$ cat src/rtl/mmio_bus_master.sv
// Autonomous MMIO bus initiator: queues read/write commands and replays them on the bus.
// Latency: write pulse on the edge after accept, read data sampled READ_LATENCY edges after address drive.
// Backpressure: cmd_ready drops when the command FIFO is full; a pending response stalls issue until rsp_ready.
module mmio_bus_master #(
  parameter int FIFO_DEPTH   = 4,
  parameter int READ_LATENCY = 1
) (
  input  logic        clock,
  input  logic        reset,
  input  logic        cmd_valid,
  output logic        cmd_ready,
  input  logic        cmd_write,
  input  logic [12:0] cmd_addr,
  input  logic [31:0] cmd_data,
  output logic        rsp_valid,
  input  logic        rsp_ready,
  output logic [31:0] rsp_data,
  output logic [12:0] rsp_addr,
  output logic [12:0] bus_address,
  output logic [31:0] bus_wdata,
  output logic        bus_wren,
  input  logic [31:0] bus_rdata,
  output logic        busy
);

  localparam int PW = (FIFO_DEPTH > 1) ? $clog2(FIFO_DEPTH) : 1;
  localparam int CW = PW + 1;
  localparam logic [2:0] LAT = 3'(READ_LATENCY);

  localparam logic [1:0] S_IDLE      = 2'd0;
  localparam logic [1:0] S_WRITE     = 2'd1;
  localparam logic [1:0] S_READ_WAIT = 2'd2;
  localparam logic [1:0] S_RESP      = 2'd3;

  typedef struct packed {
    logic        wr;
    logic [12:0] addr;
    logic [31:0] data;
  } cmd_t;

  cmd_t          fifo_q [FIFO_DEPTH];
  logic [PW-1:0] wr_ptr_q, rd_ptr_q;
  logic [CW-1:0] count_q, count_d;

  logic [1:0]  state_q, state_d;
  logic [2:0]  cnt_q, cnt_d;
  logic        wren_q, wren_d;
  logic [12:0] addr_q, addr_d;
  logic [31:0] wdata_q, wdata_d;
  logic        rsp_valid_q, rsp_valid_d;
  logic [31:0] rsp_data_q, rsp_data_d;
  logic [12:0] rsp_addr_q, rsp_addr_d;

  logic full, empty, push, pop;
  cmd_t head;

  // Full refuses a push even when the head is leaving this cycle; an entry
  // pushed into an empty FIFO is only visible to the FSM after the edge.
  always_comb begin
    full  = (count_q == CW'(FIFO_DEPTH));
    empty = (count_q == '0);
    push  = cmd_valid && !full;
    pop   = (state_q == S_IDLE) && !empty;
    head  = fifo_q[rd_ptr_q];
  end

  // Occupancy tracking kept in its own counter so full/empty need no pointer compare.
  always_comb begin
    count_d = count_q;
    if (push && !pop)
      count_d = count_q + CW'(1);
    else if (!push && pop)
      count_d = count_q - CW'(1);
  end

  // Command storage; contents are discarded on reset by clearing the pointers.
  always_ff @(posedge clock) begin
    if (push)
      fifo_q[wr_ptr_q] <= '{wr: cmd_write, addr: cmd_addr, data: cmd_data};
  end

  // FIFO pointers wrap naturally because the depth is a power of two.
  always_ff @(posedge clock) begin
    if (reset) begin
      wr_ptr_q <= '0;
      rd_ptr_q <= '0;
      count_q  <= '0;
    end else begin
      if (push) wr_ptr_q <= wr_ptr_q + PW'(1);
      if (pop)  rd_ptr_q <= rd_ptr_q + PW'(1);
      count_q <= count_d;
    end
  end

  // Bus sequencer: one command at a time, strictly ordered, response must drain before the next issue.
  always_comb begin
    state_d     = state_q;
    cnt_d       = cnt_q;
    wren_d      = 1'b0;
    addr_d      = addr_q;
    wdata_d     = wdata_q;
    rsp_valid_d = rsp_valid_q;
    rsp_data_d  = rsp_data_q;
    rsp_addr_d  = rsp_addr_q;
    case (state_q)
      S_IDLE: begin
        if (!empty) begin
          addr_d = head.addr;
          if (head.wr) begin
            wdata_d = head.data;
            wren_d  = 1'b1;
            state_d = S_WRITE;
          end else begin
            cnt_d   = LAT;
            state_d = S_READ_WAIT;
          end
        end
      end
      S_WRITE: begin
        state_d = S_IDLE;
      end
      S_READ_WAIT: begin
        if (cnt_q == 3'd1) begin
          rsp_data_d  = bus_rdata;
          rsp_addr_d  = addr_q;
          rsp_valid_d = 1'b1;
          state_d     = S_RESP;
        end else begin
          cnt_d = cnt_q - 3'd1;
        end
      end
      S_RESP: begin
        if (rsp_ready) begin
          rsp_valid_d = 1'b0;
          state_d     = S_IDLE;
        end
      end
      default: state_d = S_IDLE;
    endcase
  end

  // Sequencer and bus-facing registers; reset also cuts short any write pulse.
  always_ff @(posedge clock) begin
    if (reset) begin
      state_q     <= S_IDLE;
      cnt_q       <= '0;
      wren_q      <= 1'b0;
      addr_q      <= '0;
      wdata_q     <= '0;
      rsp_valid_q <= 1'b0;
      rsp_data_q  <= '0;
      rsp_addr_q  <= '0;
    end else begin
      state_q     <= state_d;
      cnt_q       <= cnt_d;
      wren_q      <= wren_d;
      addr_q      <= addr_d;
      wdata_q     <= wdata_d;
      rsp_valid_q <= rsp_valid_d;
      rsp_data_q  <= rsp_data_d;
      rsp_addr_q  <= rsp_addr_d;
    end
  end

  assign cmd_ready   = !full;
  assign busy        = !empty || (state_q != S_IDLE);
  assign bus_address = addr_q;
  assign bus_wdata   = wdata_q;
  assign bus_wren    = wren_q;
  assign rsp_valid   = rsp_valid_q;
  assign rsp_data    = rsp_data_q;
  assign rsp_addr    = rsp_addr_q;

endmodule
$ cat config.mk
export PLATFORM = sky130hd
export DESIGN_NAME = mmio_bus_master
export DESIGN_NICKNAME = d
export VERILOG_FILES = /design/src/rtl/mmio_bus_master.sv
export SDC_FILE = /design/constraint.sdc
export NUM_CORES = 1
export LEC_CHECK = 0
export ABC_CLOCK_PERIOD_IN_PS = 2260
export CAP_MARGIN = 5
export CORE_ASPECT_RATIO = 1.2
export CORE_MARGIN = 2
export CORE_UTILIZATION = 35
export CTS_BUF_LIST = sky130_fd_sc_hd__clkbuf_4 sky130_fd_sc_hd__clkbuf_8
export CTS_CLUSTER_DIAMETER = 80
export CTS_CLUSTER_SIZE = 24
export DETAILED_ROUTE_END_ITERATION = 6
export PLACE_DENSITY = 0.67
export SYNTH_ARGS = -nofsm -noshare
export SYNTH_HDL_FRONTEND = slang
export SYNTH_SLANG_ARGS = --single-unit
$ cat constraint.sdc
create_clock -name clock -period 2.26 [get_ports clock]
set_input_delay 0.452 -clock clock [delete_from_list [all_inputs] [get_ports clock]]
set_output_delay 0.452 -clock clock [all_outputs]
set_load 0.005 [all_outputs]
Word-level counts from Yosys, hierarchy flattened
Memory sizes are Yosys's and may differ from the RTL's. A register that Yosys moved wholly into a read port is not among the register bits.
Cells that the tools add are included.

word-level totals
  input port bits = 82
  latch bits = 0
  RAM bits = 184
  register bits = 104
  memories = 1
  logic and storage cells = 70
  output and inout bits = 94
  memory bits (read-only) = 0

operators by class
  shifts and indexed selects = 0
  bitwise operators = 2
  multiplexer cells = 19
  add/subtract/negate cells = 5
  order comparisons = 0
  $mul = 0
  divide/modulo/power cells = 0
  reduce and logical (&&, ||, !) cells = 22
  equality and inequality tests = 10

memories
  memory  depth  width  read ports  clocked after Yosys merged registers in  write ports  RTL line  RTL
  fifo_q  4      46     1           1                                        1            41        cmd_t fifo_q [FIFO_DEPTH];

operator list
  kind                                              number
  2-to-1 mux 3 bit                                  5
  2-to-1 mux 2 bit                                  6
  inequality test 2 bit, second input constant      5
  AND reduction 3 bit                               3
  one-hot mux 2 bit (4 select lines)                1
  nonzero test 2 bit                                4
  one-hot mux 3 bit (2 select lines)                1
  subtractor 3 x 1 -> 3 bit, second input constant  2
  2-to-1 mux 1 bit                                  5
  adder 2 x 1 -> 2 bit, second input constant       2
  == test 2 bit, second input constant              2
  logical AND 1 bit                                 4
  logical NOT 1 bit                                 4
  AND reduction 2 bit                               2
  AND reduction 4 bit                               1
  adder 3 x 1 -> 3 bit, second input constant       1
  == test 3 x 1 -> 1 bit, second input constant     1
  == test 3 bit, second input constant              1
  logical NOT 3 bit                                 1
  OR reduction 3 bit                                1
  == test 2 x 1 -> 1 bit, second input constant     1
  logical NOT 2 bit                                 1
  NOT 1 bit                                         2
  one-hot mux 1 bit (2 select lines)                1
  logical OR 1 bit                                  1

Depth between registers and ports, before layout
  depth after elaboration = 7
  mapped depth = 10

Worst setup path after synthesis
No wires, ideal clock.

  kind = reg2reg
  start = register count_q[0]
  end = register count_q[2]
  clock period less this slack = 2.405 ns
  cell stages (with the launch flop) = 11
  path slack = -0.145 ns
  arrival = 2.334 ns
  cells stage by stage = dfxtp_1 or3_1 clkbuf_1 clkbuf_1 nand2_1 ha_1 inv_1 fa_1 xor2_1 or3_1 a21oi_1

on the way
  word-level cells in the longest chain between the ends = 6
  elaborated cells on any way between the ends = 15

RTL lines
  what                                                                               RTL line  RTL
  start, declared                                                                    43        logic [CW-1:0] count_q, count_d;
  start signal, assigned                                                             91        count_q <= count_d;
  parallel branches: the longest is 6 deep, another holds subtractor 3 x 1 -> 3 bit  --

Several ways; the timed one is not identified. The select of a mux whose other input is x is not followed.
A chain may end at the register's enable or synchronous reset.

Worst setup path in the final report
  start = register count_q[0]
  end = output busy

on the way
  word-level cells in the longest chain between the ends = 3

RTL lines
  what               RTL line  RTL
  logical NOT 3 bit  61        empty = (count_q == '0);
  logical NOT 1 bit  166       assign busy = !empty || (state_q != S_IDLE);
  logical OR 1 bit   166
  end, declared      23        output logic busy

Every way passes these cells.

==> impl_results.md <==
- GPL Wtd Cong: 0.737
- Period utilization: 94.6%
- Placed cells: 1282
- Post-Synth Simple-Gate Area: 8.10%
- Slew HR: 67.3%
- Least-Margin Pin Slew: 0.490 ns
- GRT Total Usage: 14.1%
- VDD IR max: 0.000652 V
- Synth Flop Type: edfxtp_1
- Vias in the first global route: 6311
- Synth Net Count: 823
- Unrepaired setup endpoints after global routing: false
- Number of antenna violations at the first check in global routing: 2
- Die Wd: 164 um
- Final min period: 2.14 ns
- Core Rows: 70
- WL/cell: 17.4 um
- # diodes: 0
- Hold_buf cts: 0
- Crit path kind: register to output port
- CTS root buf: clkbuf_8
- Antenna viol nets, final: 0
- Max-Cap Viols: 0
- Setup violators final: 0
- Synth Area in Compound Gates: 4.56%
- Most common cell in the synthesized netlist: edfxtp_1
- DP HPWL: 14500 um
- Worst clock skew: 0.0239 ns
- Endpoint class of the critical path: output port
- Crit path max fanout: 5
- Flop and latch count out of synthesis: 290
- Main combinational cell family by area after synthesis: multiplexers
- Clock sink count: 290
- Number of synthesis warnings: 0
- Final-report max-slew violation count: 0
- Sequential area share after synthesis: 71.1%
- Commonest cells in the netlist: edfxtp_1 (184), nand2_1 (158), dfxtp_1 (106), a21oi_1 (66), mux4_2 (46)
- Synth unique cells: 39
- Synth top area cells: edfxtp_1 (51%), dfxtp_1 (20%), mux4_2 (9.6%)
- Critical path required time: 1.81 ns
- Initial core utilization: 35.4%
- Synth Area in XOR/XNOR: 0.163%
- Post-Syn Area per Cell: 14.7 um2
- Fmax: 0.468 GHz
- PD cells: 1000 nW/um2
- GRT overflow: 0
- Static leakage: 4.53 nW
- Wire length of the first global-routing pass: 35200 um
- Finished Layout Cells: 1312
- Die Span Y: 196 um
- Adder-cell share of the synthesized area: 1.00%
- Io pins: 176
- Total Wirelength: 22800 um
- CTS tree: done
- Initial DRC count: 417
- Skew-Pair Late Insertion Delay: 0.53 ns
- Via count: 6285
- Remaining DRCs: 0
- Area grow syn2layout: 25.8%
- Final Hold Viols: 0
- Clock slew at reported path FFs: 0.14 ns
- Top-area cell type share of the netlist area: 51.3%
- Yosys top cell by area: edfxtp_1
- Drt pass-1 iters: 4
- Post-synthesis async set-or-reset flop share: 0%
- Synth Instances: 733
- Core ar.: 30400 um2
- Num CTS Buffers: 17
- Outcome: completed
- Fin Hold WS: 0.288 ns
- Mux cell area share after synthesis: 12.7%
- Largest net degree at the start of global routing: 62
- Hold/Removal Path Class: input pin to register
- Mapped cell area: 10800 um2
- EDFF count, synth: 184
- Layout Nets: 996
- IO Port Bufs: 175
- Clock buffer depth: 3
- CP startpoint kind: register
- Die ar.: 32200 um2
- Via density: 4.79
- Worst EP arrival: 1.69 ns
- Htree depth: 1
- Share of cells above drive strength 1: 13.5%
## layer usage
layer	vias up	global-route usage [%]	routed length, um
li1	3012	-	-
met1	3094	17.5	9480
met2	153	25.0	11700
met4	4	2.86	284
met5	-	0	26
met3	22	3.23	1350
## layout by cell type (no fill, tap or decap), types with 3 or more instances in the layout
| master | instances |
|---|---|
| buf_12 | 8 |
| mux4_2 | 46 |
| nand3_1 | 17 |
| ha_1 | 6 |
| or3_1 | 3 |
| nor2_1 | 6 |
| and3_2 | 4 |
| inv_1 | 8 |
| a21oi_1 | 66 |
| nor2b_1 | 3 |
| dfxtp_4 | 5 |
| mux2i_1 | 33 |
| nand2_1 | 157 |
| edfxtp_1 | 184 |
| clkbuf_4 | 6 |
| o21ai_0 | 19 |
| clkbuf_8 | 17 |
| dfxtp_1 | 99 |
| clkdlybuf4s50_1 | 173 |
| buf_4 | 17 |
## state kept, by name, indices dropped and copies added (netlist names), named ones only
name,flops
fifo_q,184
bus_wdata,32
rsp_data,32
bus_address,13
rsp_addr,13
cnt_q,3
count_q,3
rd_ptr_q,2
state_q,2
wr_ptr_q,2
bus_wren,1
rsp_valid,1
## area by class of cell
type / count / area (um2)
Fill cell: 2709 / 16800
Sequential cell: 290 / 7670
Multi-Input combinational cell: 387 / 2910
Timing Repair Buffer: 200 / 2040
Tap cell: 396 / 495
Clock buffer: 23 / 279
Clock inverter: 6 / 113
Inverter: 10 / 37.5
## final timing paths
check,startpoint,end,slack (ns),cells past startpoint
max,count_q[0],busy,0.12,3
min,reset,state_q[0],0.29,3
min reg2reg,rsp_addr[4],rsp_addr[4],0.46,2
max reg2reg,count_q[2],count_q[2],0.17,8
## stage by stage
step                      total power, mW  instance area [um2]  setup slack [ns]  setup TNS [ns]  util [%]
after floorplan                      9.18                10800            0.0106               0         -
after global placement               11.0                13100           -0.0851         -0.0851      43.1
after detailed placement             11.0                13100           -0.0882         -0.0882      43.1
after CTS                            13.8                13500            0.0131               0      44.5
after global routing                 14.3                13500           0.00868               0      44.6
final                                13.6                13500             0.122               0      44.6
## timing repair
action | in CTS | in global routing
setup buffers | 1 | 0
pin swaps | 1 | 0
setup endpoints to repair | 2 | 2
gates cloned | 0 | 0
endpoints found under the hold margin | 0 | 0
gates resized for setup | 9 | 7
## cells by family (layout without fill, tap and decap cells)
group	Yosys count	in the layout
mux	79	79
simple gates	205	205
compound gates	93	93
xor+xnor	2	2
buf+inv	56	239
fa+ha+maj	8	8
flops	290	290
## worst max-delay path, stage by stage, from the launching register on
cell and delay (ns):
dfxtp_4 0.40, nor3_4 0.20, nand2_2 0.09, clkdlybuf4s50_1 0.45
## report_power, final
group	internal (mW)	switching [mW]	total (mW)	leakage, nW
Sequential	6.40	0.443	6.84	2.55
Clock	1.09	1.62	2.71	0.202
Combinational	2.15	1.89	4.05	1.78
Power figures use the tool's default switching activity.
